## config.mk

```make
export PLATFORM = sky130hd
export DESIGN_NAME = csr_reg_bank
export DESIGN_NICKNAME = d
export VERILOG_FILES = /design/src/rtl/csr_reg_bank.sv
export SDC_FILE = /design/constraint.sdc
export NUM_CORES = 1
export LEC_CHECK = 0
export CORE_ASPECT_RATIO = 1.2
export CORE_MARGIN = 4
export CORE_UTILIZATION = 30
export DETAILED_ROUTE_END_ITERATION = 6
export PLACE_DENSITY = 0.64
export SLEW_MARGIN = 20
export SYNTH_ARGS = -nofsm -noshare
export SYNTH_HDL_FRONTEND = slang
export SYNTH_SLANG_ARGS = --single-unit
```

## constraint.sdc

```tcl
create_clock -name clk -period 2.4 [get_ports clk]
set_input_delay 0.6 -clock clk [delete_from_list [all_inputs] [get_ports clk]]
set_output_delay 0.6 -clock clk [all_outputs]
set_load 0.05 [all_outputs]
```

## src/rtl/csr_reg_bank.sv

```systemverilog
// rtl/csr_reg_bank.sv - privilege-checked CSR bank with clear-on-read status register
module csr_reg_bank #(
    parameter int                  ADDR_W      = 32,
    parameter int                  DATA_W      = 32,
    parameter int                  PRIV_W      = 2,
    parameter int                  NUM_REGS    = 4,
    parameter logic [ADDR_W-1:0]   BASE_ADDR   = 32'h0000_0100,
    parameter int                  STATUS_IDX  = NUM_REGS - 1,
    parameter int                  RD_PRIV_MIN = 0,
    parameter int                  WR_PRIV_MIN = 2
) (
    input  logic                       clk,
    input  logic                       rst_n,
    input  logic                       req_valid,
    output logic                       req_ready,
    input  logic                       req_write,
    input  logic [ADDR_W-1:0]          req_addr,
    input  logic [DATA_W-1:0]          req_wdata,
    input  logic [DATA_W/8-1:0]        req_wstrb,
    input  logic [PRIV_W-1:0]          req_priv,
    output logic                       rsp_valid,
    input  logic                       rsp_ready,
    output logic [DATA_W-1:0]          rsp_rdata,
    output logic                       rsp_fault,
    output logic                       rsp_side_effect,
    input  logic [DATA_W-1:0]          hw_status_set,
    output logic [NUM_REGS*DATA_W-1:0] cfg_q,
    output logic [NUM_REGS-1:0]        cfg_wr_pulse
);

    localparam int BYTES = DATA_W / 8;

    logic [DATA_W-1:0]   r_regs [NUM_REGS];

    logic                w_acc;
    logic [ADDR_W-1:0]   w_off;
    logic [ADDR_W-1:0]   w_idx;
    logic                w_misalign;
    logic                w_idx_bad;
    logic                w_is_status;
    int                  w_priv;
    logic                w_priv_bad;
    logic                w_fault;
    logic                w_rd_hit;
    logic                w_wr_hit;
    logic                w_status_clr;
    logic [DATA_W-1:0]   w_rd_val;
    logic [DATA_W-1:0]   w_wr_val;
    logic [NUM_REGS-1:0] w_wr_sel;

    // A new request can enter whenever the single response slot is empty or draining.
    assign req_ready = !rsp_valid || rsp_ready;
    assign w_acc     = req_valid && req_ready;

    // Address decode; the subtraction wraps so addresses below the base land far out of range.
    assign w_off       = req_addr - BASE_ADDR;
    assign w_idx       = w_off / ADDR_W'(BYTES);
    assign w_misalign  = (w_off % ADDR_W'(BYTES)) != '0;
    assign w_idx_bad   = w_idx >= ADDR_W'(NUM_REGS);
    assign w_is_status = w_idx == ADDR_W'(STATUS_IDX);
    assign w_priv      = int'(req_priv);
    assign w_priv_bad  = req_write ? (w_priv < WR_PRIV_MIN) : (w_priv < RD_PRIV_MIN);
    assign w_fault     = w_misalign || w_idx_bad || w_priv_bad || (req_write && w_is_status);

    assign w_rd_hit     = w_acc && !req_write && !w_fault;
    assign w_wr_hit     = w_acc &&  req_write && !w_fault;
    assign w_status_clr = w_rd_hit && w_is_status;

    // Select the addressed register and build its byte-merged post-write value.
    always_comb begin
        w_rd_val = '0;
        w_wr_sel = '0;
        for (int i = 0; i < NUM_REGS; i++) begin
            if (w_idx == ADDR_W'(i)) begin
                w_rd_val    = r_regs[i];
                w_wr_sel[i] = w_wr_hit;
            end
        end
        w_wr_val = w_rd_val;
        for (int b = 0; b < BYTES; b++) begin
            if (req_wstrb[b]) begin
                w_wr_val[b*8 +: 8] = req_wdata[b*8 +: 8];
            end
        end
    end

    // Register storage: config regs take byte-lane writes, the status reg accumulates hw set
    // pulses and is cleared by an accepted read while same-cycle set bits still land.
    always_ff @(posedge clk or negedge rst_n) begin
        if (!rst_n) begin
            for (int i = 0; i < NUM_REGS; i++) begin
                r_regs[i] <= '0;
            end
        end else begin
            for (int i = 0; i < NUM_REGS; i++) begin
                if (i == STATUS_IDX) begin
                    r_regs[i] <= (r_regs[i] & ~{DATA_W{w_status_clr}}) | hw_status_set;
                end else if (w_wr_sel[i]) begin
                    r_regs[i] <= w_wr_val;
                end
            end
        end
    end

    // Response slot: loads on accept, holds while stalled, empties when drained with no new accept.
    always_ff @(posedge clk or negedge rst_n) begin
        if (!rst_n) begin
            rsp_valid       <= 1'b0;
            rsp_rdata       <= '0;
            rsp_fault       <= 1'b0;
            rsp_side_effect <= 1'b0;
        end else if (w_acc) begin
            rsp_valid       <= 1'b1;
            rsp_fault       <= w_fault;
            if (w_fault) begin
                rsp_rdata       <= '0;
                rsp_side_effect <= 1'b0;
            end else if (req_write) begin
                rsp_rdata       <= w_wr_val;
                rsp_side_effect <= |req_wstrb;
            end else begin
                rsp_rdata       <= w_rd_val;
                rsp_side_effect <= w_is_status;
            end
        end else if (rsp_ready) begin
            rsp_valid <= 1'b0;
        end
    end

    // One-cycle write notification to the owning unit, even for an all-zero strobe.
    always_ff @(posedge clk or negedge rst_n) begin
        if (!rst_n) begin
            cfg_wr_pulse <= '0;
        end else begin
            cfg_wr_pulse <= w_wr_sel;
        end
    end

    genvar g;
    generate
        for (g = 0; g < NUM_REGS; g++) begin : g_cfg
            assign cfg_q[g*DATA_W +: DATA_W] = r_regs[g];
        end
    endgenerate

endmodule

```

==> flow_summary.json, run 1 <==
{
  "status": "finished with violations",
  "violations": "negative setup slack",
  "path_cells": "buf_6 > or4_4 > nor4b_4 > a21boi_2 > buf_4 > or3_4 > or4_4 > clkbuf_16 > a2bb2oi_2 > o21ai_1",
  "cp-start-kind": "primary input",
  "antenna_found_initial": 1,
  "synth-seq-area-share_pct": 53.4,
  "clk_latency_ps": 420,
  "power_switching_mw": 1.54,
  "antenna_left": 0,
  "cts-root-buf": "clkbuf_16",
  "cellLeakagePower_nw": 5.83,
  "required_ps": 2750,
  "yosys.area.top_type": "dfrtp_1",
  "syn_inst": 658,
  "placementRows": 64,
  "cp_data_arrival_time_ps": 3240,
  "dieHeight_um": 185,
  "place_inst": 1312,
  "ir_drop_uv": 438,
  "period_needed_ps": 2900,
  "syn_nets": 765,
  "core_area_um2": 25600,
  "switching_share_pct": 24.6,
  "ys.flop_type": "dfrtp_1",
  "async_flop_share_pct": 100,
  "post-dp-hpwl_um": 20300,
  "yosysMostFrequentCell": "dfrtp_1",
  "clkSinkCount": 167,
  "cellPowerDensity_nw_per_um2": 452,
  "die_width_um": 155,
  "finalNonFillerCells": 1387,
  "wl_um": 31800,
  "synth-seq-cells": 167,
  "port_buffers": 273,
  "grt_pass1_vias": 7379,
  "syn_avg_cell_area_um2": 11.9,
  "tightestPinTransition_ps": 712,
  "cp_slowest_stage_delay_ps": 560,
  "rsz0062_at_grt": "yes",
  "critPathBufInv": 3,
  "grt_pass1_wl_um": 45100,
  "total_power_mw": 6.28,
  "fin_crit_sh_pct": 121,
  "post-route-cell-area_um2": 13900,
  "viasPerCell": 5.25,
  "wl_per_cell_um": 23.0,
  "synth.top_cell.area_share_pct": 53.4,
  "crit_slowest_cell": "or4_4",
  "synth_area_leaders": "dfrtp_1 53%, mux2_2 10%, mux4_2 8.6%",
  "fill_cells": 2182,
  "postPlaceCellArea_um2": 11600,
  "finalMaxSlewViolations": 0,
  "clockPowerShare_pct": 45.2,
  "syn-cell-area_um2": 7830,
  "cap_violations": 0,
  "regArea_um2": 4180,
  "synthTopCellsByCount": "167 x dfrtp_1, 84 x nand2_1, 72 x mux2_2",
  "slew_headroom_pct": 51.9,
  "p_seq_share_pct": 44.8,
  "cts_tree": "done",
  "grt-ovfl-total": 0,
  "die_area_um2": 28800,
  "drive_gt1_share_pct": 38.5,
  "finClkSkew_ps": 11.1,
  "firstDrtPassIters": 5,
  "ys_warn_count": 0,
  "ios": 275,
  "cts.clk_slew.worst_paths_ps": 70,
  "cts_buffer_depth": 2,
  "cts_max_level": 4,
  "endpoint_kind": "register",
  "vias": 7275,
  "postLayoutCoreUtil_pct": 54.2,
  "setup_violations": 165,
  "cts_made_buffers": 17,
  "synth_cell_type_count": 53,
  "grtUsageTotal_pct": 20.5,
  "hp-class": "in -> async",
  "multi_input_area_um2": 4310,
  "path_max_fanout": 8,
  "gp_congestion": 0.822,
  "p_int_mw": 4.74,
  "syn_to_final_growth_pct": 77.3,
  "nets": 1149,
  "start_util_pct": 30.6,
  "combPwrFrac_pct": 10.0,
  "finalHoldViolCount": 0,
  "fin_ws_ps": -497,
  "synth_edf_count": 0,
  "grt_max_degree": 63,
  "drc": 0,
  "first_iter_violations": 338,
  "cp_common_cell": "or4_4",
  "fin_tns_setup_ps": -62570,
  "cp_top_family": "simple AND/OR/NAND/NOR gates",
  "fmax_ghz": 0.345,
  "worstSetupPathType": "in -> reg"
}
==> final cells by class <==
cell class / count / area share (%)
antenna: 2 / 0.0361
tap: 330 / 2.98
multi-input combinational: 443 / 31.1
clock buffer: 19 / 3.19
sequential: 167 / 30.1
clock inverter: 13 / 1.17
timing repair buffer: 410 / 31.4
inverter: 3 / 0.0811
==> registers in the layout (all words and copies together), names as in the netlist <==
name / count
cfg_q: 128
rsp_valid: 1
rsp_rdata: 32
rsp_side_effect: 1
rsp_fault: 1
cfg_wr_pulse: 4
==> worst paths after layout <==
kind,from,endpoint,slack (ps),depth (start not counted)
worst max-delay path,req_addr[18],rsp_rdata[22]$_DFFE_PN0P_,-500,10
worst min-delay path,rst_n,cfg_wr_pulse[3]$_DFF_PN0_,170,1
worst max register to register,rsp_valid$_DFFE_PN0P_,cfg_q[125]$_DFF_PN0_,10,8
worst min register to register,rsp_rdata[24]$_DFFE_PN0P_,rsp_rdata[24]$_DFFE_PN0P_,500,2
max in group asynchronous,rst_n,cfg_q[100]$_DFF_PN0_,1540,2
min in group clk,rsp_rdata[24]$_DFFE_PN0P_,rsp_rdata[24]$_DFFE_PN0P_,500,2
==> per-layer routing <==
| metal | wire [µm] | up-vias | track usage, % | share of wire, % |
|---|---|---|---|---|
| met3 | 2010 | 41 | 4.65 | 6.3 |
| met5 | 0 | - | 0 | 0 |
| met2 | 16000 | 306 | 34.8 | 50 |
| met1 | 13100 | 3710 | 26.1 | 41 |
| met4 | 741 | 0 | 6.69 | 2.3 |
| li1 | - | 3218 | - | - |
==> kinds of logic after synthesis <==
logic type	synth area share [%]
AO/OA/AOI/OAI	13.9
flip-flops	53.4
AND/OR/NAND/NOR	10.4
multiplexers	19.2
buffers and inverters	2.78
XOR/XNOR	0.224
other	0.0479
==> worst register-to-register path: stages, from the launching register on <==
cell      delay, ps
dfrtp_1         380
nand2b_1        110
nand2_2          90
nor4_2          310
or4b_4          510
or3_4           390
buf_12          160
buf_16          150
a21o_1          180
==> per-stage QoR <==
step                setup WS [ps]  hold slack, ps
floorplan                    -609             304
global placement            -1210             480
detailed placement          -1270             488
CTS                          -467             165
global route                 -547             202
finish                       -497             167
==> timing repair <==
| item | CTS | global route |
|---|---|---|
| hold buffers | 0 | 0 |
| setup endpoints to repair | 165 | 165 |
| resized for setup | 172 | 136 |
| setup buffers | 16 | 19 |
| pin swaps | 71 | 58 |
| gates cloned | 10 | 9 |
==> power groups by stage <==
| stage | sequential [mW] | combinational [mW] | clock [mW] |
|---|---|---|---|
| floorplan | 2.88 | 0.172 | 0 |
| global placement | 2.87 | 0.551 | 0 |
| detailed placement | 2.87 | 0.553 | 0 |
| CTS | 2.81 | 0.587 | 2.91 |
| global route | 2.81 | 0.667 | 3.04 |
| finish | 2.82 | 0.626 | 2.84 |
==> layout by cell type (no fill, tap or decap), drive strengths merged, types with 5 or more instances in the layout <==
| master | n |
|---|---|
| clkdlybuf4s50 | 253 |
| dfrtp | 167 |
| buf | 138 |
| nand2 | 84 |
| o21ai | 81 |
| mux2 | 72 |
| a21o | 32 |
| mux4 | 30 |
| clkbuf | 26 |
| a2bb2oi | 20 |
| nor2 | 15 |
| a21oi | 15 |
| nor3 | 13 |
| inv | 9 |
| nand3 | 8 |
| dlymetal6s2s | 8 |
| nor4 | 6 |
| nand4 | 5 |
| o31ai | 5 |
| and3 | 5 |
(Power assumes the default switching activity.)
==> run 2: changes to the inputs <==
- CORE_MARGIN: 4 -> 2
- CTS_CLUSTER_DIAMETER: default -> 150
- SLEW_MARGIN: 20 -> 10
==> run 2 against run 1 <==
  * The run still ends with negative setup slack left
  * Critical endpoint is now cfg_q[100]$_DFF_PN0_
  * Non-clock buffer count shrank 23
  * Wire length fell by 7.4%
  * Sequential power is essentially flat
  * First-iteration DRC count grew 7.4%
  * Clock power rose by 2%
  * Critical path depth unchanged
  * Largest power group unchanged
==> flow_summary.json, run 2 (same netlist as run 1, synthesis figures left out) <==
{
  "status": "finished with violations",
  "violations": "negative setup slack",
  "cts_made_buffers": 17,
  "critPathBufInv": 4,
  "ir_drop_uv": 429,
  "cts_tree": "done",
  "postLayoutCoreUtil_pct": 51.3,
  "hp-class": "in -> async",
  "cp_top_family": "simple AND/OR/NAND/NOR gates",
  "grt-ovfl-total": 0,
  "firstDrtPassIters": 5,
  "place_inst": 1306,
  "worstRegToRegCells": 8,
  "cts-root-buf": "clkbuf_16",
  "cts_max_level": 4,
  "grt_pass1_vias": 7322,
  "r2r_start": "rsp_valid$_DFFE_PN0P_",
  "finalNonFillerCells": 1362,
  "reg2reg_slack_ps": 110,
  "required_ps": 2710,
  "cp_slowest_stage_delay_ps": 540,
  "cellLeakagePower_nw": 5.49,
  "antenna_left": 0,
  "wl_um": 29500,
  "cts_hold_buf": 0,
  "fin_ws_ps": -519,
  "setup_violations": 165,
  "crit_slowest_cell": "or4b_4",
  "cts_buffer_depth": 2,
  "total_power_mw": 6.32,
  "nets": 1126,
  "wl_per_cell_um": 21.6,
  "mostFrequentLayoutCells": "254 x clkdlybuf4s50_1, 167 x dfrtp_1, 81 x nand2_1",
  "drc": 0,
  "finClkSkew_ps": 9.59,
  "fill_cells": 2243,
  "die_width_um": 151,
  "slew_headroom_pct": 59.8,
  "cts.clk_slew.worst_paths_ps": 60,
  "period_needed_ps": 2920,
  "final_common_cell": "clkdlybuf4s50_1",
  "path_cells": "clkdlybuf4s15_1 > or4_4 > nor4b_4 > a21oi_2 > buf_4 > buf_6 > or4b_4 > or3_4 > buf_12 > a21o_1",
  "cp_data_arrival_time_ps": 3220,
  "post-dp-hpwl_um": 20100,
  "grt_pass1_wl_um": 43600,
  "placementRows": 64,
  "r2r-end": "rsp_rdata[23]$_DFFE_PN0P_",
  "antenna_cells": 0,
  "dieHeight_um": 181,
  "place_worst_setup_slack_ps": -1210,
  "start_util_pct": 30.6,
  "fin_tns_setup_ps": -68420,
  "finalMaxSlewViolations": 0,
  "tightestPinTransition_ps": 601,
  "syn_to_final_growth_pct": 67.4,
  "ios": 275,
  "fmax_ghz": 0.343,
  "port_buffers": 273,
  "endpoint_kind": "register",
  "path_max_fanout": 20,
  "first_iter_violations": 363,
  "worstSetupPathType": "in -> reg",
  "clk_latency_ps": 420,
  "cellPowerDensity_nw_per_um2": 482,
  "rsz0062_at_grt": "yes",
  "vias": 6876,
  "cp-start-kind": "primary input",
  "clkSinkCount": 167,
  "core_area_um2": 25500,
  "gp_congestion": 0.896,
  "drive_gt1_share_pct": 32.6,
  "fin_crit_sh_pct": 122,
  "grt_max_degree": 65,
  "cap_violations": 0,
  "viasPerCell": 5.05,
  "finalHoldViolCount": 0,
  "die_area_um2": 27400,
  "largest_reg_flops": 128,
  "grtUsageTotal_pct": 21.3,
  "antenna_found_initial": 1
}
-- run 2: layout make-up --
| type | instances | area [µm²] | area share [%] |
|---|---|---|---|
| sequential | 167 | 4180 | 31.9 |
| inverter | 3 | 11.3 | 0.0859 |
| clock inverter | 12 | 168 | 1.28 |
| clock buffer | 20 | 457 | 3.48 |
| timing repair buffer | 387 | 3950 | 30.1 |
| tap | 330 | 413 | 3.15 |
| multi-input combinational | 443 | 3930 | 30.0 |
-- run 2: timing repair --
action                     4_1_cts  5_1_grt
gates resized for setup        118       57
setup buffers                   12        3
pin swaps                       19       14
setup endpoints to repair      165      165
hold endpoints to repair         0        0
cloned                           5        4
-- run 2: how the worst max path moves through the flow --
| stage | start | to | slack, ps | cells past startpoint |
|---|---|---|---|---|
| 2_1_floorplan | req_addr[18] | cfg_q[100]$_DFF_PN0_ | -610 | 8 |
| 3_3_place_gp | req_addr[18] | cfg_q[117]$_DFF_PN0_ | -1180 | 8 |
| 3_5_place_dp | req_addr[18] | cfg_q[126]$_DFF_PN0_ | -1210 | 8 |
| 4_1_cts | req_addr[21] | rsp_rdata[23]$_DFFE_PN0P_ | -530 | 10 |
| 5_1_grt | req_addr[22] | cfg_q[101]$_DFF_PN0_ | -590 | 10 |
| 6_report | req_addr[22] | cfg_q[100]$_DFF_PN0_ | -520 | 10 |
-- run 2: worst register-to-register path, cell delays in order (launching register included) --
cell and delay, ps:
dfrtp_1 380, nand2b_1 100, nand2_2 100, buf_4 150
or3_4 380, or4_4 670, buf_12 210, a2bb2oi_2 130
o21ai_1 110
-- run 2: power by group --
part | internal [mW] | switching (mW) | total [mW]
Combinational | 0.306 | 0.289 | 0.595
Sequential | 2.82 | 0.000810 | 2.82
Clock | 1.72 | 1.19 | 2.91
-- run 2: per-stage QoR --
stage | instance area, µm² | hold slack (ps)
finish | 13100 | 105
floorplan | 7870 | 304
global placement | 11600 | 477
global route | 13100 | 120
CTS | 12700 | 109
detailed placement | 11600 | 488
-- run 2: layer usage --
layer | vias to the layer above | track usage [%] | share of wire (%)
met5 | - | 0 | 0
met4 | 0 | 6.69 | 2.2
met3 | 33 | 4.75 | 6.3
met2 | 227 | 35.9 | 51
met1 | 3468 | 27.1 | 41
li1 | 3148 | - | -
==> run 3: changes to the inputs <==
- SLEW_MARGIN: 10 -> default
==> results of run 3 <==
No change in the layout: final DEF, timing and power equal those of run 2.
